## src/rtl/ram512x32_wb_ctrl.sv

```systemverilog
// Wishbone classic slave front-end for a ram512x32 macro: one transfer per two cycles.
// Optional power-on clear sequencer enabled by defining RAM_CLEAR_EN.
module ram512x32_wb_ctrl #(
    parameter logic [31:0] CLEAR_VAL = 32'h0000_0000
) (
    input  logic        clk_i,
    input  logic        rst_in,
    input  logic        wb_cyc_i,
    input  logic        wb_stb_i,
    input  logic        wb_we_i,
    input  logic [3:0]  wb_sel_i,
    input  logic [10:0] wb_adr_i,
    input  logic [31:0] wb_dat_i,
    output logic [31:0] wb_dat_o,
    output logic        wb_ack_o,
    output logic        busy_o,
    output logic        ram_cen_o,
    output logic        ram_wen_o,
    output logic [3:0]  ram_sel_o,
    output logic [8:0]  ram_adr_o,
    output logic [31:0] ram_dat_o,
    input  logic [31:0] ram_dat_i
);

    localparam logic [1:0] StIdle = 2'd1;
    localparam logic [1:0] StAck  = 2'd2;
`ifdef RAM_CLEAR_EN
    localparam logic [1:0] StClear = 2'd0;
    localparam logic [1:0] StReset = StClear;
`else
    localparam logic [1:0] StReset = StIdle;
`endif

    logic [1:0] state_q, state_d;
    logic       rd_q, rd_d;
    logic       req;

`ifdef RAM_CLEAR_EN
    logic [8:0] cnt_q, cnt_d;
    assign busy_o = (state_q == StClear);
`else
    logic unused_clear_val;
    assign unused_clear_val = ^CLEAR_VAL;
    assign busy_o = 1'b0;
`endif

    // Byte offset within the word carries no meaning for a 32-bit-only RAM.
    logic unused_adr_lsb;
    assign unused_adr_lsb = ^wb_adr_i[1:0];

    assign req = wb_cyc_i & wb_stb_i & ~busy_o;

    always_comb begin
        state_d   = state_q;
        rd_d      = rd_q;
`ifdef RAM_CLEAR_EN
        cnt_d     = cnt_q;
`endif
        wb_ack_o  = 1'b0;
        wb_dat_o  = 32'h0;
        ram_cen_o = 1'b0;
        ram_wen_o = 1'b0;
        ram_sel_o = 4'h0;
        ram_adr_o = 9'h0;
        ram_dat_o = 32'h0;
        case (state_q)
`ifdef RAM_CLEAR_EN
            StClear: begin
                ram_cen_o = 1'b1;
                ram_wen_o = 1'b1;
                ram_sel_o = 4'hF;
                ram_adr_o = cnt_q;
                ram_dat_o = CLEAR_VAL;
                cnt_d     = cnt_q + 9'd1;
                if (cnt_q == 9'd511) begin
                    state_d = StIdle;
                end
            end
`endif
            StIdle: begin
                if (req) begin
                    ram_cen_o = 1'b1;
                    ram_wen_o = wb_we_i;
                    ram_sel_o = wb_sel_i;
                    ram_adr_o = wb_adr_i[10:2];
                    ram_dat_o = wb_dat_i;
                    rd_d      = ~wb_we_i;
                    state_d   = StAck;
                end
            end
            StAck: begin
                // A master that abandoned the cycle gets no ack; a write is already in the RAM.
                wb_ack_o = wb_cyc_i;
                if (rd_q) begin
                    wb_dat_o = ram_dat_i;
                end
                state_d = StIdle;
            end
            default: state_d = StReset;
        endcase
        // Reset is synchronous, so gate outputs to keep the RAM untouched while it is held.
        if (!rst_in) begin
            wb_ack_o  = 1'b0;
            wb_dat_o  = 32'h0;
            ram_cen_o = 1'b0;
            ram_wen_o = 1'b0;
            ram_sel_o = 4'h0;
            ram_adr_o = 9'h0;
            ram_dat_o = 32'h0;
        end
    end

    always_ff @(posedge clk_i) begin
        if (!rst_in) begin
            state_q <= StReset;
            rd_q    <= 1'b0;
`ifdef RAM_CLEAR_EN
            cnt_q   <= 9'h0;
`endif
        end else begin
            state_q <= state_d;
            rd_q    <= rd_d;
`ifdef RAM_CLEAR_EN
            cnt_q   <= cnt_d;
`endif
        end
    end

endmodule

```

## config.mk

```make
export PLATFORM = sky130hd
export DESIGN_NAME = ram512x32_wb_ctrl
export DESIGN_NICKNAME = d
export VERILOG_FILES = /design/src/rtl/ram512x32_wb_ctrl.sv
export SDC_FILE = /design/constraint.sdc
export NUM_CORES = 1
export LEC_CHECK = 0
export BUFFER_PORTS_ARGS = -buffer_cell sky130_fd_sc_hd__buf_4
export CORE_AREA = 2 2 64 66
export DETAILED_ROUTE_END_ITERATION = 10
export DIE_AREA = 0 0 66 68
export PLACE_DENSITY = 0.76
export RECOVER_POWER = 25
export SLEW_MARGIN = 20
export SYNTH_ARGS = -nofsm -noshare
export SYNTH_HDL_FRONTEND = slang
export SYNTH_SLANG_ARGS = --single-unit
```

## constraint.sdc

```tcl
create_clock -name clk_i -period 1.95 [get_ports clk_i]
set_clock_uncertainty 0.05 [all_clocks]
set_input_delay 0.39 -clock clk_i [delete_from_list [all_inputs] [get_ports clk_i]]
set_output_delay 0.39 -clock clk_i [all_outputs]
set_load 0.05 [all_outputs]
```

Word-level counts from Yosys, hierarchy flattened
Index checks and enable logic that the tools add are counted.

Reduce and logical (&&, ||, !) cells: 2. Eq/ne operators: 2. Bitwise operators: 2. Muxes and demuxes: 20.

Operators with widths (count): 2-to-1 mux 32 bit (6); 2-to-1 mux 9 bit (3); 2-to-1 mux 4 bit (3); 2-to-1 mux 1 bit (8); AND reduction 2 bit (2); == test 2 x 1 -> 1 bit (second input constant) (1); == test 2 bit (second input constant) (1); AND 1 bit (1); inverter 1 bit (1).

Logic and storage cells: 28. Flip-flop bits (word level): 3. Input port bits: 84. Output and inout port bits: 81.

Longest topological paths before layout
Depth after elaboration: 4. Depth in mapped cells: 4. Gate-level depth less buffers: 2.

Worst setup path before layout
OpenSTA, ideal clock, no wires.

Path type: input-to-output. From: input rst_in. To: output ram_adr_o[3]. Required time: 1.510 ns. Buffers on the path: 2. Setup slack: -0.254 ns. Stages on the path: 4. Arrival time: 1.764 ns. Cell sequence: inv_2 buf_6 buf_6 nor3_1.

Longest elaborated chain between the ends: 1.

Ends and longest elaborated chain: start: declaration (RTL line 7) `input logic rst_in,`; 2-to-1 mux 9 bit (RTL line 102) `if (!rst_in) begin`; end: declaration (RTL line 20) `output logic [8:0] ram_adr_o,`.

Every way passes these cells.

Final worst setup path
From: register state_q[1]. To: output ram_dat_o[19].

Longest elaborated chain between the ends: 3.

Ends and longest elaborated chain: start: declaration (RTL line 34) `logic [1:0] state_q, state_d;`; start signal: assignment (RTL line 115) `state_q <= StReset;`; start signal: assignment (RTL line 121) `state_q <= state_d;`; == test 2 x 1 -> 1 bit (RTL line 66) `case (state_q)`; 2-to-1 mux 32 bit (RTL line 66); 2-to-1 mux 32 bit (RTL line 102); end: declaration (RTL line 21) `output logic [31:0] ram_dat_o,`.

Every way passes these cells.

==> qor.yml <==
grt_max_degree: 51
die_y_um: 68
grt_pass1_vias: 1213
power_mw: 0.574
clkSinkCount: 3
slowest_delay_ps: 310
dp.cells: 352
holdWs_ps: 408
ys.flop_type: "dfxtp_1"
critPathLaunchType: "flop"
powerDensity_mw_per_mm2: 277
core_mm2: 0.00386
fin_crit_sh_pct: 95.8
drt-initial-drc-count: 11
power.leakage_nw: 1.31
fin_cells: 356
syn_area_um2: 866
preCtsSetupSlack_ps: 213
slowest_stage: "dfxtp_1"
maxSlewViolCount: 0
io_pins: 165
ant_nets: 0
setup_ws_ps: 82.7
rsz0062_at_grt: "no"
peakVddDrop_uv: 162
postSynth.asyncResetShare_pct: 0
fmax_mhz: 536
ys_seq_elements: 3
cp.arrival_ps: 1430
drc: 0
wl_per_cell_um: 10.2
ys_seq_area_share_pct: 6.94
hold_viol: 0
worst_pin_slew_ps: 625
synth_top_area_cell: "nor3_1"
avgSynthCellArea_um2: 5.70
syn_inst: 152
rows: 23
synth_commonest_cells: "inv_1, nor3_1, and2_1"
diodes: 0
ctsResizeCount: 0
relSlewSlack_pct: 58.5
fill_cells: 393
period_minus_slack_ps: 1870
globalplace.congestion: 0.788
drive_gt1_share_pct: 59.5
antenna_found_initial: 0
post_cts_buffers: 0
htreeDepth: 1
status: "finished clean"
hold_path.class: "in -> reg"
cp_cell_sequence: "nand4b_1 -> buf_12 -> nor3_1 -> clkbuf_2"
cp_max_fo: 50
clk_latency_ps: 210
cts_tree: "done"
clockRootBuffer: "clkbuf_8"
via_per_inst: 4.06
track_usage_pct: 13.9
drt_wl_total_um: 3630
gr-total-overflow: 0
critPathKind: "reg -> out"
clk_pin_slew_ps: 30
dp_hpwl_um: 2940
synth_edf_count: 0
cp_num_buf_inv: 2
r2r_slack_ps: 820
fin_nets: 391
initial_core_util_pct: 22.5
hold_buffers: 0
maxCapViolCount: 0
cts-buffers-inserted: 3
first_pass_iters: 4
syn-num-nets: 236
die_area_mm2: 0.00449
chipWidth_um: 66
vias: 1446
synth_top_area_share_pct: 26.6
ys.warnings.count: 0
timing.critical_path.required_ps: 1510
netlist-cell-type-count: 19
crit_path_end_kind: "output port"
yosys-top-cells-area: "nor3_1, inv_1, and2_1"
crit_family: "buffers and inverters"
cts.path.max_buffers: 2
syn_to_final_growth_pct: 140
setup_viol: 0
grt_first_pass_wirelength_um: 4950
port_buffers: 161
report_power, final:
group	switching [mW]	total, mW	leakage (nW)	internal [mW]
logic	0.177	0.333	1.26	0.156
clock network	0.0359	0.175	0.0228	0.139
registers	0.00162	0.0663	0.0246	0.0647
total	0.214	0.574	1.31	0.360
cells in the final DEF (no fill, tap or decap):
| cell type | count |
|---|---|
| dfxtp_1 | 3 |
| and2_1 | 19 |
| conb_1 | 1 |
| inv_1 | 46 |
| clkbuf_2 | 10 |
| and4b_2 | 1 |
| clkbuf_1 | 2 |
| clkbuf_8 | 3 |
| buf_12 | 2 |
| nand2_1 | 1 |
| or2_1 | 1 |
| and2_2 | 13 |
| nand2b_1 | 1 |
| and4b_4 | 1 |
| inv_2 | 1 |
| mux2i_1 | 1 |
| buf_4 | 145 |
| nand4b_1 | 1 |
| nor3_1 | 46 |
| nor2_1 | 2 |
| buf_2 | 6 |
cells by family (layout without fill, tap and decap cells):
kind of cell,Yosys count,in the layout,share of synthesized area [%]
flip-flops,3,3,6.94
AND/OR/NAND/NOR,86,86,60.0
buffers and inverters,61,215,31.5
other,1,1,0.433
multiplexers,1,1,1.16
metal layers:
layer | vias to the layer above | global-route usage (%) | routed length, um
met5 | - | 0 | 0
met4 | 0 | 4.59 | 42
met3 | 4 | 3.45 | 487
met2 | 94 | 29.2 | 1830
met1 | 592 | 12.9 | 1270
li1 | 756 | - | -
worst reg2reg max path: cells and delay by family (launching register included):
family	cells	cell delay, ps
simple gates	2	440
flops	1	310
buf+inv	1	210
sequential cells by signal, summed over array words and instances, names as in the netlist:
signal / flops
state_q: 2
rd_q: 1
final timing paths:
check | from | end | cells past startpoint
max | state_q[1] | ram_dat_o[19] | 4
min | wb_we_i | rd_q | 3
max reg2reg | state_q[1] | state_q[0] | 3
min reg2reg | rd_q | rd_q | 2
cell type report:
type | instances | area, um2 | share of cell area (%)
repair buffers | 164 | 1210 | 58.4
multi-input cells | 88 | 518 | 25.0
inverters | 47 | 176 | 8.50
well taps | 50 | 62.6 | 3.02
flip-flops and latches | 3 | 60.1 | 2.90
clock buffers | 4 | 45.0 | 2.17
per-stage QoR:
step	instance area (um2)	TNS (ps)	util [%]
2_1_floorplan	866	-11340	-
3_3_place_gp	2090	0	54.2
3_5_place_dp	2090	0	54.2
4_1_cts	2130	0	55.3
5_1_grt	2070	0	53.8
6_report	2070	0	53.8
Power figures use the tool's default switching activity.
